`src/rtl/rv_pkg.sv`:
```
// Shared RV32 write-back types: data/address widths, write-back source
// selector and the {rd, wd} request payload.
package rv_pkg;

    localparam int unsigned XLEN   = 32;
    localparam int unsigned REG_AW = 5;
    localparam int unsigned NREGS  = 32;

    typedef enum logic [1:0] {
        WB_NONE = 2'd0,
        WB_ALU  = 2'd1,
        WB_MD   = 2'd2
    } wb_src_e;

    typedef struct packed {
        logic [REG_AW-1:0] rd;
        logic [XLEN-1:0]   wd;
    } wb_req_t;

endpackage

```
`src/rtl/wb_fifo.sv`:
```
// Synchronous FIFO of write-back requests; push is ignored when full and
// pop when empty, so the caller may assert both freely.
module wb_fifo
    import rv_pkg::*;
#(
    parameter int unsigned DEPTH = 2
) (
    input  logic                   clk,
    input  logic                   rst,
    input  logic                   i_push,
    input  wb_req_t                i_data,
    input  logic                   i_pop,
    output wb_req_t                o_head_c,
    output logic                   o_full_c,
    output logic                   o_empty_c,
    output logic [$clog2(DEPTH):0] o_count
);

    localparam int unsigned AW = $clog2(DEPTH);
    localparam int unsigned CW = AW + 1;

    wb_req_t       r_mem [DEPTH];
    logic [AW-1:0] r_wr_ptr;
    logic [AW-1:0] r_rd_ptr;
    logic [CW-1:0] r_count;
    logic          w_push;
    logic          w_pop;

    assign o_full_c  = (r_count == CW'(DEPTH));
    assign o_empty_c = (r_count == '0);
    assign o_head_c  = r_mem[r_rd_ptr];
    assign o_count   = r_count;

    assign w_push = i_push && !o_full_c;
    assign w_pop  = i_pop && !o_empty_c;

    // Pointers wrap naturally because DEPTH is a power of two.
    always_ff @(posedge clk) begin
        if (rst) begin
            r_wr_ptr <= '0;
            r_rd_ptr <= '0;
            r_count  <= '0;
        end else begin
            if (w_push) r_wr_ptr <= r_wr_ptr + AW'(1);
            if (w_pop)  r_rd_ptr <= r_rd_ptr + AW'(1);
            case ({w_push, w_pop})
                2'b10:   r_count <= r_count + CW'(1);
                2'b01:   r_count <= r_count - CW'(1);
                default: r_count <= r_count;
            endcase
        end
    end

    always_ff @(posedge clk) begin
        if (!rst && w_push) r_mem[r_wr_ptr] <= i_data;
    end

endmodule

```
`src/rtl/regfile_wb_arbiter.sv`:
```
// Register-file write-port arbiter: ALU results win, mul/div results queue in
// wb_fifo. Pending-write scoreboard is built only with RF_WB_SCOREBOARD_EN.
module regfile_wb_arbiter
    import rv_pkg::*;
#(
    parameter int unsigned MD_DEPTH = 2
) (
    input  logic                      clk,
    input  logic                      rst,
    input  logic                      alu_valid,
    input  logic [REG_AW-1:0]         alu_rd,
    input  logic [XLEN-1:0]           alu_wd,
    input  logic                      md_valid,
    output logic                      md_ready,
    input  logic [REG_AW-1:0]         md_rd,
    input  logic [XLEN-1:0]           md_wd,
    input  logic                      issue_valid,
    input  logic [REG_AW-1:0]         issue_rd,
    input  logic [REG_AW-1:0]         rs1,
    input  logic [REG_AW-1:0]         rs2,
    output logic                      rs1_busy,
    output logic                      rs2_busy,
    output logic                      reg_write,
    output logic [REG_AW-1:0]         rd,
    output logic [XLEN-1:0]           wd,
    output logic [$clog2(MD_DEPTH):0] md_count
);

    localparam int unsigned CW = $clog2(MD_DEPTH) + 1;

    wb_src_e           w_src;
    wb_req_t           w_sel;
    wb_req_t           w_head;
    wb_req_t           w_md_req;
    logic              w_full;
    logic              w_empty;
    logic              w_push;
    logic              w_pop;
    logic [CW-1:0]     w_count;
    logic              r_reg_write;
    logic [REG_AW-1:0] r_rd;
    logic [XLEN-1:0]   r_wd;

    assign md_ready = !w_full;
    assign w_push   = md_valid && !w_full;
    assign w_md_req = '{rd: md_rd, wd: md_wd};

    // Fixed priority: ALU first, then the oldest buffered mul/div result.
    always_comb begin
        w_src = WB_NONE;
        w_sel = '0;
        if (alu_valid) begin
            w_src = WB_ALU;
            w_sel = '{rd: alu_rd, wd: alu_wd};
        end else if (!w_empty) begin
            w_src = WB_MD;
            w_sel = w_head;
        end
    end

    assign w_pop = (w_src == WB_MD);

    wb_fifo #(
        .DEPTH (MD_DEPTH)
    ) u_md_fifo (
        .clk       (clk),
        .rst       (rst),
        .i_push    (w_push),
        .i_data    (w_md_req),
        .i_pop     (w_pop),
        .o_head_c  (w_head),
        .o_full_c  (w_full),
        .o_empty_c (w_empty),
        .o_count   (w_count)
    );

    // x0 writes are consumed from their source but never reach the file.
    always_ff @(posedge clk) begin
        if (rst) begin
            r_reg_write <= 1'b0;
            r_rd        <= '0;
            r_wd        <= '0;
        end else begin
            r_reg_write <= (w_src != WB_NONE) && (w_sel.rd != '0);
            r_rd        <= w_sel.rd;
            r_wd        <= w_sel.wd;
        end
    end

    assign reg_write = r_reg_write;
    assign rd        = r_rd;
    assign wd        = r_wd;
    assign md_count  = w_count;

`ifdef RF_WB_SCOREBOARD_EN
    logic [NREGS-1:0] r_busy;
    logic [NREGS-1:0] w_busy_nxt;

    // Clear on head selection, then set, so a same-cycle issue wins.
    always_comb begin
        w_busy_nxt = r_busy;
        if (w_pop)       w_busy_nxt[w_head.rd] = 1'b0;
        if (issue_valid) w_busy_nxt[issue_rd]  = 1'b1;
        w_busy_nxt[0] = 1'b0;
    end

    always_ff @(posedge clk) begin
        if (rst) r_busy <= '0;
        else     r_busy <= w_busy_nxt;
    end

    assign rs1_busy = r_busy[rs1];
    assign rs2_busy = r_busy[rs2];
`else
    logic w_unused_sb;
    assign w_unused_sb = ^{issue_valid, issue_rd, rs1, rs2};
    assign rs1_busy    = 1'b0;
    assign rs2_busy    = 1'b0;
`endif

endmodule

```
`config.mk`:
```
export PLATFORM = sky130hd
export DESIGN_NAME = regfile_wb_arbiter
export DESIGN_NICKNAME = d
export VERILOG_FILES = /design/src/rtl/rv_pkg.sv /design/src/rtl/wb_fifo.sv /design/src/rtl/regfile_wb_arbiter.sv
export SDC_FILE = /design/constraint.sdc
export NUM_CORES = 1
export LEC_CHECK = 0
export CORE_ASPECT_RATIO = 1.25
export CORE_MARGIN = 3
export CORE_UTILIZATION = 37
export CTS_CLUSTER_DIAMETER = 100
export DETAILED_ROUTE_END_ITERATION = 10
export PLACE_DENSITY = 0.69
export RECOVER_POWER = 100
export SETUP_SLACK_MARGIN = 0.05
export SYNTH_ARGS = -nofsm -noshare
export SYNTH_HDL_FRONTEND = slang
export SYNTH_HIERARCHICAL = 1
export SYNTH_SLANG_ARGS = --single-unit
```
`constraint.sdc`:
```
create_clock -name clk -period 10.6 [get_ports clk]
set_input_delay 3.18 -clock clk [delete_from_list [all_inputs] [get_ports clk]]
set_output_delay 3.18 -clock clk [all_outputs]
set_load 0.05 [all_outputs]
```
## After elaboration in Yosys (flattened, before gate mapping)

Memory sizes are Yosys's and may differ from the RTL's. A register that Yosys moved wholly into a read port is not among the register bits.
Cells that the tools add are included.

| word-level totals | value |
|---|---|
| RAM bits | 74 |
| memories | 1 |
| bits of input ports | 94 |
| bits in registers | 42 |
| output and inout port bits | 43 |
| word-level logic and storage cells | 36 |

| operators by class | value |
|---|---|
| reduce and logical (&&, ||, !) cells | 12 |
| equal/unequal tests | 4 |
| muxes and demuxes | 9 |
| $add $sub $neg | 4 |

Memory list:

| memory | words | width | read ports | clocked after memory_dff | write ports | line | text |
|---|---|---|---|---|---|---|---|
| u_md_fifo.r_mem | 2 | 37 | 1 | 1 | 1 | wb_fifo.sv:22 | `wb_req_t r_mem [DEPTH];` |

Operators with widths:

| cell | number |
|---|---|
| $mux W37 | 2 |
| $eq A2 B2 Y1 const B | 3 |
| $logic_and A1 B1 Y1 | 5 |
| $reduce_bool A5 Y1 | 1 |
| $mux W1 | 4 |
| $mux W2 | 2 |
| $pmux W2 S2 | 1 |
| $reduce_bool A2 Y1 | 2 |
| $logic_not A1 Y1 | 3 |
| $add A1 B1 Y1 const B | 2 |
| $add A2 B1 Y2 const B | 1 |
| $eq A2 B1 Y1 const B | 1 |
| $logic_not A2 Y1 | 1 |
| $sub A2 B1 Y2 const B | 1 |

## Depth between registers and ports, before layout

Gate-level depths: netlist of run 1.

| depth | value |
|---|---|
| depth in word-level cells | 7 |
| mapped depth | 8 |
| depth with buffers taken out | 7 |

## Modules after synthesis

Netlist of run 1, hierarchy kept.

By module, submodules not included:

| module | instances | cells each | sequential area each (um^2) | area each (um^2) |
|---|---|---|---|---|
| wb_fifo | 1 | 140 | 2322.2 | 2881.5 |
| regfile_wb_arbiter | 1 | 138 | 760.7 | 1333.8 |

## Least setup slack after synthesis of run 1

Ideal clock, no wire load.

| path | value |
|---|---|
| path kind | in2reg |
| from | input md_valid |
| to | memory u_md_fifo/r_mem[1][0] in the netlist's numbering (enable) |
| path slack | 3.934 ns |
| path buffers | 0 |
| stages on the path | 3 |
| data required time | 10.114 ns |
| data arrival time | 6.181 ns |
| library setup time | 0.486 ns |
| cell sequence | nor2b_1 -> nand2b_1 -> nor3b_1 |

| on the way | value |
|---|---|
| longest elaborated chain between the ends | 5 |

RTL lines:

| item | line | text |
|---|---|---|
| from (decl) | regfile_wb_arbiter.sv:13 | `input logic md_valid,` |
| $logic_and A1 B1 Y1 | regfile_wb_arbiter.sv:45 | `assign w_push = md_valid && !w_full;` |
| $logic_and A1 B1 Y1 | wb_fifo.sv:34 | `assign w_push = i_push && !o_full_c;` |
| $logic_and A1 B1 Y1 | wb_fifo.sv:55 | `if (!rst && w_push) r_mem[r_wr_ptr] <= i_data;` |
| $mux W1 | wb_fifo.sv:55 |  |
| $mux W1 (implied by the code) | wb_fifo.sv:55 |  |
| to (decl) | wb_fifo.sv:22 |  |

Every way passes these cells.

## Worst setup path in the final report of run 1

| path | value |
|---|---|
| from | input alu_valid |
| to | register u_md_fifo.r_count[1], in the netlist u_md_fifo/o_count[1] |

| on the way | value |
|---|---|
| longest elaborated chain between the ends | 5 |

RTL lines:

| item | line | text |
|---|---|---|
| from (decl) | regfile_wb_arbiter.sv:10 | `input logic alu_valid,` |
| $mux W2 * | regfile_wb_arbiter.sv:52 | `if (alu_valid) begin` |
| $eq A2 B2 Y1 * | regfile_wb_arbiter.sv:61 | `assign w_pop = (w_src == WB_MD);` |
| $logic_and A1 B1 Y1 * | wb_fifo.sv:35 | `assign w_pop = i_pop && !o_empty_c;` |
| via u_md_fifo.w_pop | wb_fifo.sv:27 | `logic w_pop;` |
| $eq A2 B1 Y1 or $eq A2 B2 Y1 (tied branches) | wb_fifo.sv:46 | `case ({w_push, w_pop})` |
| $pmux W2 S2 or $reduce_bool A2 Y1 (tied branches) | - |  |
| to (signal assigned) | wb_fifo.sv:47 | `2'b10: r_count <= r_count + CW'(1);` |
| to (signal assigned) | wb_fifo.sv:48 | `2'b01: r_count <= r_count - CW'(1);` |
| to (signal assigned) | wb_fifo.sv:49 | `default: r_count <= r_count;` |
| to (decl) | wb_fifo.sv:25 | `logic [CW-1:0] r_count;` |

Mark *: on every way through the listed nets, which the timed path passes. The rest lies on a longest branch.
A chain may end at the register's enable or synchronous reset.

==> results of run 1 <==
## kinds of logic (layout without fill, tap and decap cells)
| group | after synthesis | in the layout | share of synthesized area, % |
|---|---|---|---|
| compound gates | 43 | 43 | 7.361 |
| fa+ha+maj | 1 | 1 | 0.2968 |
| mux | 37 | 37 | 9.884 |
| buf+inv | 21 | 157 | 2.493 |
| other cells | 1 | 2 | 0.08896 |
| simple gates | 55 | 55 | 6.115 |
| xor+xnor | 3 | 3 | 0.6234 |
| flops | 117 | 117 | 73.14 |
## critical path: cells and delay by family
family / cells / cell delay [ns]
compound gates: 2 / 0.47
fa+ha+maj: 1 / 0.27
buf+inv: 1 / 0.72
simple gates: 2 / 2.67
## path summary, 6_finish.rpt
| check | slack (ns) | startpoint | end | cells past startpoint |
|---|---|---|---|---|
| min reg2reg | 0.51 | u_md_fifo/r_wr_ptr$_SDFFE_PP0P_ | u_md_fifo/r_wr_ptr$_SDFFE_PP0P_ | 2 |
| min | 0.51 | u_md_fifo/r_wr_ptr$_SDFFE_PP0P_ | u_md_fifo/r_wr_ptr$_SDFFE_PP0P_ | 2 |
| max reg2reg | 6.85 | u_md_fifo/o_count[0]$_SDFFE_PP0P_ | u_md_fifo/o_count[1]$_SDFFE_PP0P_ | 6 |
| max | 3.55 | alu_valid | u_md_fifo/o_count[1]$_SDFFE_PP0P_ | 6 |
## report_power, final
part | internal [mW] | switching (mW) | total (mW)
Combinational | 0.101 | 0.163 | 0.263
Clock | 0.324 | 0.185 | 0.509
Sequential | 0.541 | 0.0258 | 0.567
## area by class of cell
type | count | area (um^2) | area share [%]
flip-flops and latches | 117 | 3084 | 51.41
inverters | 3 | 11.26 | 0.1877
multi-input cells | 141 | 1020 | 17.00
well taps | 132 | 165.2 | 2.753
clock inverters | 11 | 83.83 | 1.397
clock buffers | 21 | 450.4 | 7.508
repair buffers | 122 | 1185 | 19.75
## stage by stage
step | setup WS, ns | area (um^2)
5_1_grt | 3.215 | 6000
4_1_cts | 5.497 | 6037
6_report | 3.547 | 6000
2_1_floorplan | 3.934 | 4219
3_5_place_dp | 5.078 | 5503
3_3_place_gp | 5.135 | 5503
## cells in the mapped netlist
| library cell | n | area (um^2) |
|---|---|---|
| xor2_1 | 1 | 8.760 |
| buf_2 | 9 | 45.04 |
| clkbuf_1 | 6 | 22.52 |
| dfxtp_1 | 43 | 860.8 |
| buf_6 | 1 | 11.26 |
| conb_1 | 1 | 3.750 |
| or3_1 | 2 | 12.51 |
| inv_1 | 3 | 11.26 |
| a2111oi_1 | 1 | 10.01 |
| or4_1 | 1 | 7.510 |
| mux2_2 | 7 | 78.83 |
| o21a_1 | 1 | 7.510 |
| or4_4 | 1 | 11.26 |
| a22oi_1 | 35 | 262.8 |
| a21oi_1 | 4 | 20.02 |
| nor3_2 | 1 | 10.01 |
| buf_4 | 2 | 15.01 |
| nor3b_1 | 3 | 22.52 |
| nor2b_1 | 2 | 12.51 |
| ha_1 | 1 | 12.51 |
| edfxtp_1 | 74 | 2222 |
| nor2_1 | 41 | 153.9 |
| nor3_1 | 2 | 10.01 |
| xnor2_1 | 2 | 17.52 |
| mux2_1 | 30 | 337.8 |
| o21ai_0 | 2 | 10.01 |
| nand2b_1 | 1 | 6.260 |
| nor2_4 | 1 | 11.26 |
## state kept, by name, indices dropped and copies added (netlist names), named ones only
name                flops
u_md_fifo/o_count       2
rd                      5
u_md_fifo/r_mem        74
wd                     32
u_md_fifo/r_wr_ptr      1
u_md_fifo/r_rd_ptr      1
reg_write               1
## metal layers
metal | part of all wire, % | global-route usage, %
met1 | 39 | 15.20
met2 | 54 | 25.35
met3 | 5.5 | 4.958
met4 | 0.87 | 6.573
met5 | 0.39 | 0
==> flow_metrics.tcl, run 1 <==
set metrics [dict create \
    status "finished with violations" \
    failed_checks "capacitance limit, slew limit" \
    start_util_pct 38.75 \
    seq_area_frac_synth_pct 73.14 \
    wirelength_um 8735 \
    clk_pin_slew_ns 0.05 \
    postCtsHoldBufs 0 \
    num_antenna_cells 0 \
    grt_use_total_pct 14.41 \
    vias 2671 \
    cts_root_buf "clkbuf_16" \
    die_h_um 125.3 \
    syn-instance-count 278 \
    p_leak_nw 2.217 \
    drive_gt1_share_pct 9.398 \
    post-route-period-util_pct 66.53 \
    drt_iter0_markers 85 \
    syn2layout_area_growth_pct 42.33 \
    worstPathArrival_ns 7.37 \
    drt.antenna.violating_nets 0 \
    antenna_found_initial 3 \
    grt_pass1_vias 2797 \
    fin_hold_ws_ns 0.5123 \
    synth_cell_types 28 \
    startpoint_type "input port" \
    finalPower_mw 1.339 \
    fin_cells 547 \
    overflow 0 \
    place_inst 515 \
    routedWlPerCell_um 15.97 \
    grt_start_max_net_pins 46 \
    final_cell_mix "79 x dlygate4sd3_1, 74 x edfxtp_1, 42 x nor2_1, 42 x dfxtp_1, 37 x clkdlybuf4s50_1" \
    final_common_cell "dlygate4sd3_1" \
    clk_latency_ns 0.39 \
    cts_made_buffers 17 \
    finClkSkew_ns 0.005452 \
    cp-end-kind "flop" \
    path_cells "clkbuf_1 -> nor2_1 -> o21a_1 -> ha_1 -> or3_1 -> a21oi_1" \
    ys_ff_latch 117 \
    finish.utilization_pct 55.15 \
    crit_type "in2reg" \
    setup_tns_ns 0 \
    post_cts_buffers 0 \
    tightest_slew_ns 2.664 \
    layout.nets 497 \
    netlist_area_um2 4215 \
    maxSlewViolCount 80 \
    cts_tree "done" \
    ir_drop_mv 0.09458 \
    cts.sinks 117 \
    syn_avg_cell_area_um2 15.16 \
    cpPeakStageDelay_ns 2.32 \
    crit_required_ns 10.91 \
    rsz0062_at_grt "false" \
    dp_hpwl_um 5751 \
    die_w_um 101.5 \
    cp_max_fo 42 \
    critPathSlowestCell "nor2_1" \
    synth-warning-count 6 \
    ioPinCount 137 \
    hold_viol_final 0 \
    period_needed_ns 7.053 \
    max_freq_mhz 141.8 \
    post_cts_resized 0 \
    min_path_type "reg2reg" \
    io_buffers 118 \
    htreeDepth 4 \
    clockBufferDepth 2 \
    cellPowerDensity_nw_per_um2 223.3 \
    setup_viol 0 \
    drtPass1Iterations 4 \
    slew_headroom_pct -78.24 \
    grt_first_pass_wirelength_um 13820 \
    drcViolationCount 0 \
    core_area_um2 10880 \
    die_area_um2 12720 \
    row_count 42 \
    vias_per_cell 4.883 \
    maxCapViolCount 2 \
    nFillCells 911 \
    gp_congestion 0.6809 \
]
(Power assumes the default switching activity.)
==> run 2: changes to the inputs <==
--- a/config.mk
+++ b/config.mk
@@ -10,7 +10,7 @@
 export CORE_UTILIZATION = 37
 export CTS_CLUSTER_DIAMETER = 100
 export DETAILED_ROUTE_END_ITERATION = 10
-export PLACE_DENSITY = 0.69
+export PLACE_DENSITY = 0.71
 export RECOVER_POWER = 100
 export SETUP_SLACK_MARGIN = 0.05
 export SYNTH_ARGS = -nofsm -noshare
==> constraint.sdc (replaced) <==
create_clock -name clk -period 6.1 [get_ports clk]
set_input_delay 1.83 -clock clk [delete_from_list [all_inputs] [get_ports clk]]
set_output_delay 1.83 -clock clk [all_outputs]
set_load 0.05 [all_outputs]
==> run 2 against run 1 <==
Largest cell class unchanged. Clock skew up 0.0017 ns. Clock-buffer cell count unchanged. First-iteration DRC count down 8.2%. Flip-flop and latch count unchanged. Setup slack got worse by 2.0 ns. Sequential share of layout area is 1.0 points lower. The run still ends with capacitance limit, slew limit left. Highest routed layer unchanged. Register-to-register slack lost 3.3 ns. Hold slack worse by 0.0045 ns. Utilization is 1.1 points higher. Critical path type unchanged.
==> flow_metrics.tcl, run 2 (synthesis gave the netlist of run 1 again) <==
set metrics [dict create \
    status "finished with violations" \
    failed_checks "capacitance limit, slew limit" \
    die_area_um2 12720 \
    hold_viol_final 0 \
    finalWorstSetupSlack_ns 1.538 \
    die_w_um 101.5 \
    rsz0062_at_grt "false" \
    r2r_cells 5 \
    post-route-period-util_pct 74.79 \
    rr_endpoint "u_md_fifo/r_mem[0][2]$_DFFE_PP_" \
    htreeDepth 4 \
    row_count 42 \
    cts_made_buffers 17 \
    cts_root_buf "clkbuf_16" \
    rrSetupSlack_ns 3.59 \
    antenna_found_initial 3 \
    ioPinCount 137 \
    core_area_um2 10880 \
    crit_required_ns 6.41 \
    min_path_type "reg2reg" \
    syn2layout_area_growth_pct 45.15 \
    gp_congestion 0.6706 \
    drive_gt1_share_pct 8.916 \
    final_common_cell "dlygate4sd3_1" \
    finClkSkew_ns 0.007126 \
    routedWlPerCell_um 15.94 \
    regMostFlops "u_md_fifo/r_mem" \
    grt_use_total_pct 14.23 \
    cellPowerDensity_nw_per_um2 411.8 \
    postCtsHoldBufs 0 \
    setup_viol 0 \
    grt_pass1_vias 2776 \
    max_freq_mhz 219.2 \
    tightest_slew_ns 2.014 \
    clockBufferDepth 2 \
    drtPass1Iterations 4 \
    r2r_start "u_md_fifo/o_count[0]$_SDFFE_PP0P_" \
    cts.sinks 117 \
    ir_drop_mv 0.1748 \
    post_cts_resized 0 \
    clk_pin_slew_ns 0.05 \
    drt.antenna.violating_nets 0 \
    drt_iter0_markers 78 \
    cp_max_fo 42 \
    io_buffers 118 \
    grt_start_max_net_pins 46 \
    worstHoldStart "u_md_fifo/r_wr_ptr$_SDFFE_PP0P_" \
    vias_per_cell 4.870 \
    grt_first_pass_wirelength_um 13650 \
    layout.nets 497 \
    overflow 0 \
    start_util_pct 38.75 \
    period_needed_ns 4.562 \
    maxCapViolCount 1 \
    dp_hpwl_um 5805 \
    die_h_um 125.3 \
    slew_headroom_pct -34.25 \
    whs_path_depth 2 \
    p_leak_nw 2.257 \
    final_cell_mix "79 x dlygate4sd3_1, 74 x edfxtp_1, 42 x dfxtp_1, 41 x nor2_1, 37 x clkdlybuf4s50_1" \
    largest_reg_flops 74 \
    vias 2664 \
    setup_tns_ns 0 \
    maxSlewViolCount 43 \
    drcViolationCount 0 \
    cts_tree "done" \
    post_cts_buffers 0 \
    wirelength_um 8718 \
    holdPathEnd "u_md_fifo/r_wr_ptr$_SDFFE_PP0P_" \
    cp-end-kind "flop" \
    worstPathArrival_ns 4.87 \
    crit_type "in2reg" \
    pre_cts_ws_ns 1.939 \
    startpoint_type "input port" \
    clk_latency_ns 0.40 \
    num_antenna_cells 0 \
]
[run 2: cell types whose count changed in the layout (fill, tap and decap cells not counted)]
| cell | delta |
|---|---|
| bufinv_16 | +5 |
| clkbuf_1 | +1 |
| clkbuf_8 | -1 |
| clkinv_1 | +2 |
| clkinv_2 | -6 |
| inv_4 | -1 |
| nor2_1 | -1 |
| nor2_4 | +1 |
[run 2: cell type report]
| type | instances | area (um^2) |
|---|---|---|
| Fill cell | 897 | 4760 |
| Clock buffer | 21 | 440.4 |
| Tap cell | 132 | 165.2 |
| Inverter | 3 | 11.26 |
| Multi-Input combinational cell | 141 | 1027 |
| Sequential cell | 117 | 3084 |
| Clock inverter | 11 | 205.2 |
| Timing Repair Buffer | 122 | 1185 |
[run 2: worst max-delay path, cell delays in order]
cell,delay [ns]
clkbuf_1,1.42
nor2_4,0.51
o21a_1,0.29
ha_1,0.31
or3_1,0.36
a21oi_1,0.15
[run 2: through the flow]
stage	total power, mW	util [%]	hold slack [ns]	instances	area [um^2]
3_5_place_dp	1.487	50.59	0.5007	515	5503
3_3_place_gp	1.475	50.59	0.4977	515	5503
6_report	2.519	56.25	0.5077	547	6118
4_1_cts	2.572	56.52	0.5125	547	6148
5_1_grt	2.630	56.25	0.5416	547	6118
2_1_floorplan	1.311	-	0.4609	279	4219
[run 2: power by group]
group          internal [mW]  switching (mW)
clock                  0.761           0.315
combinational          0.174           0.284
sequential             0.940          0.0455
total                   1.87           0.645
[run 2: how the worst max path moves through the flow]
stage | from | to | slack (ns) | cells past startpoint
2_1_floorplan | md_valid | u_md_fifo/r_mem[1][0]$_DFFE_PP_ | 0.78 | 3
3_5_place_dp | alu_valid | u_md_fifo/o_count[1]$_SDFFE_PP0P_ | 1.94 | 6
3_3_place_gp | alu_valid | u_md_fifo/o_count[1]$_SDFFE_PP0P_ | 1.97 | 6
4_1_cts | alu_valid | u_md_fifo/o_count[1]$_SDFFE_PP0P_ | 2.36 | 6
5_1_grt | alu_valid | u_md_fifo/o_count[1]$_SDFFE_PP0P_ | 1.30 | 6
6_report | alu_valid | u_md_fifo/o_count[1]$_SDFFE_PP0P_ | 1.54 | 6
[run 2: layer usage]
layer	up-vias	part of all wire (%)	GRT usage [%]
met5	-	0.29	0
met4	6	1.5	5.869
met3	16	6.0	6.240
met2	73	55	24.92
met1	1287	37	14.52
li1	1282	-	-
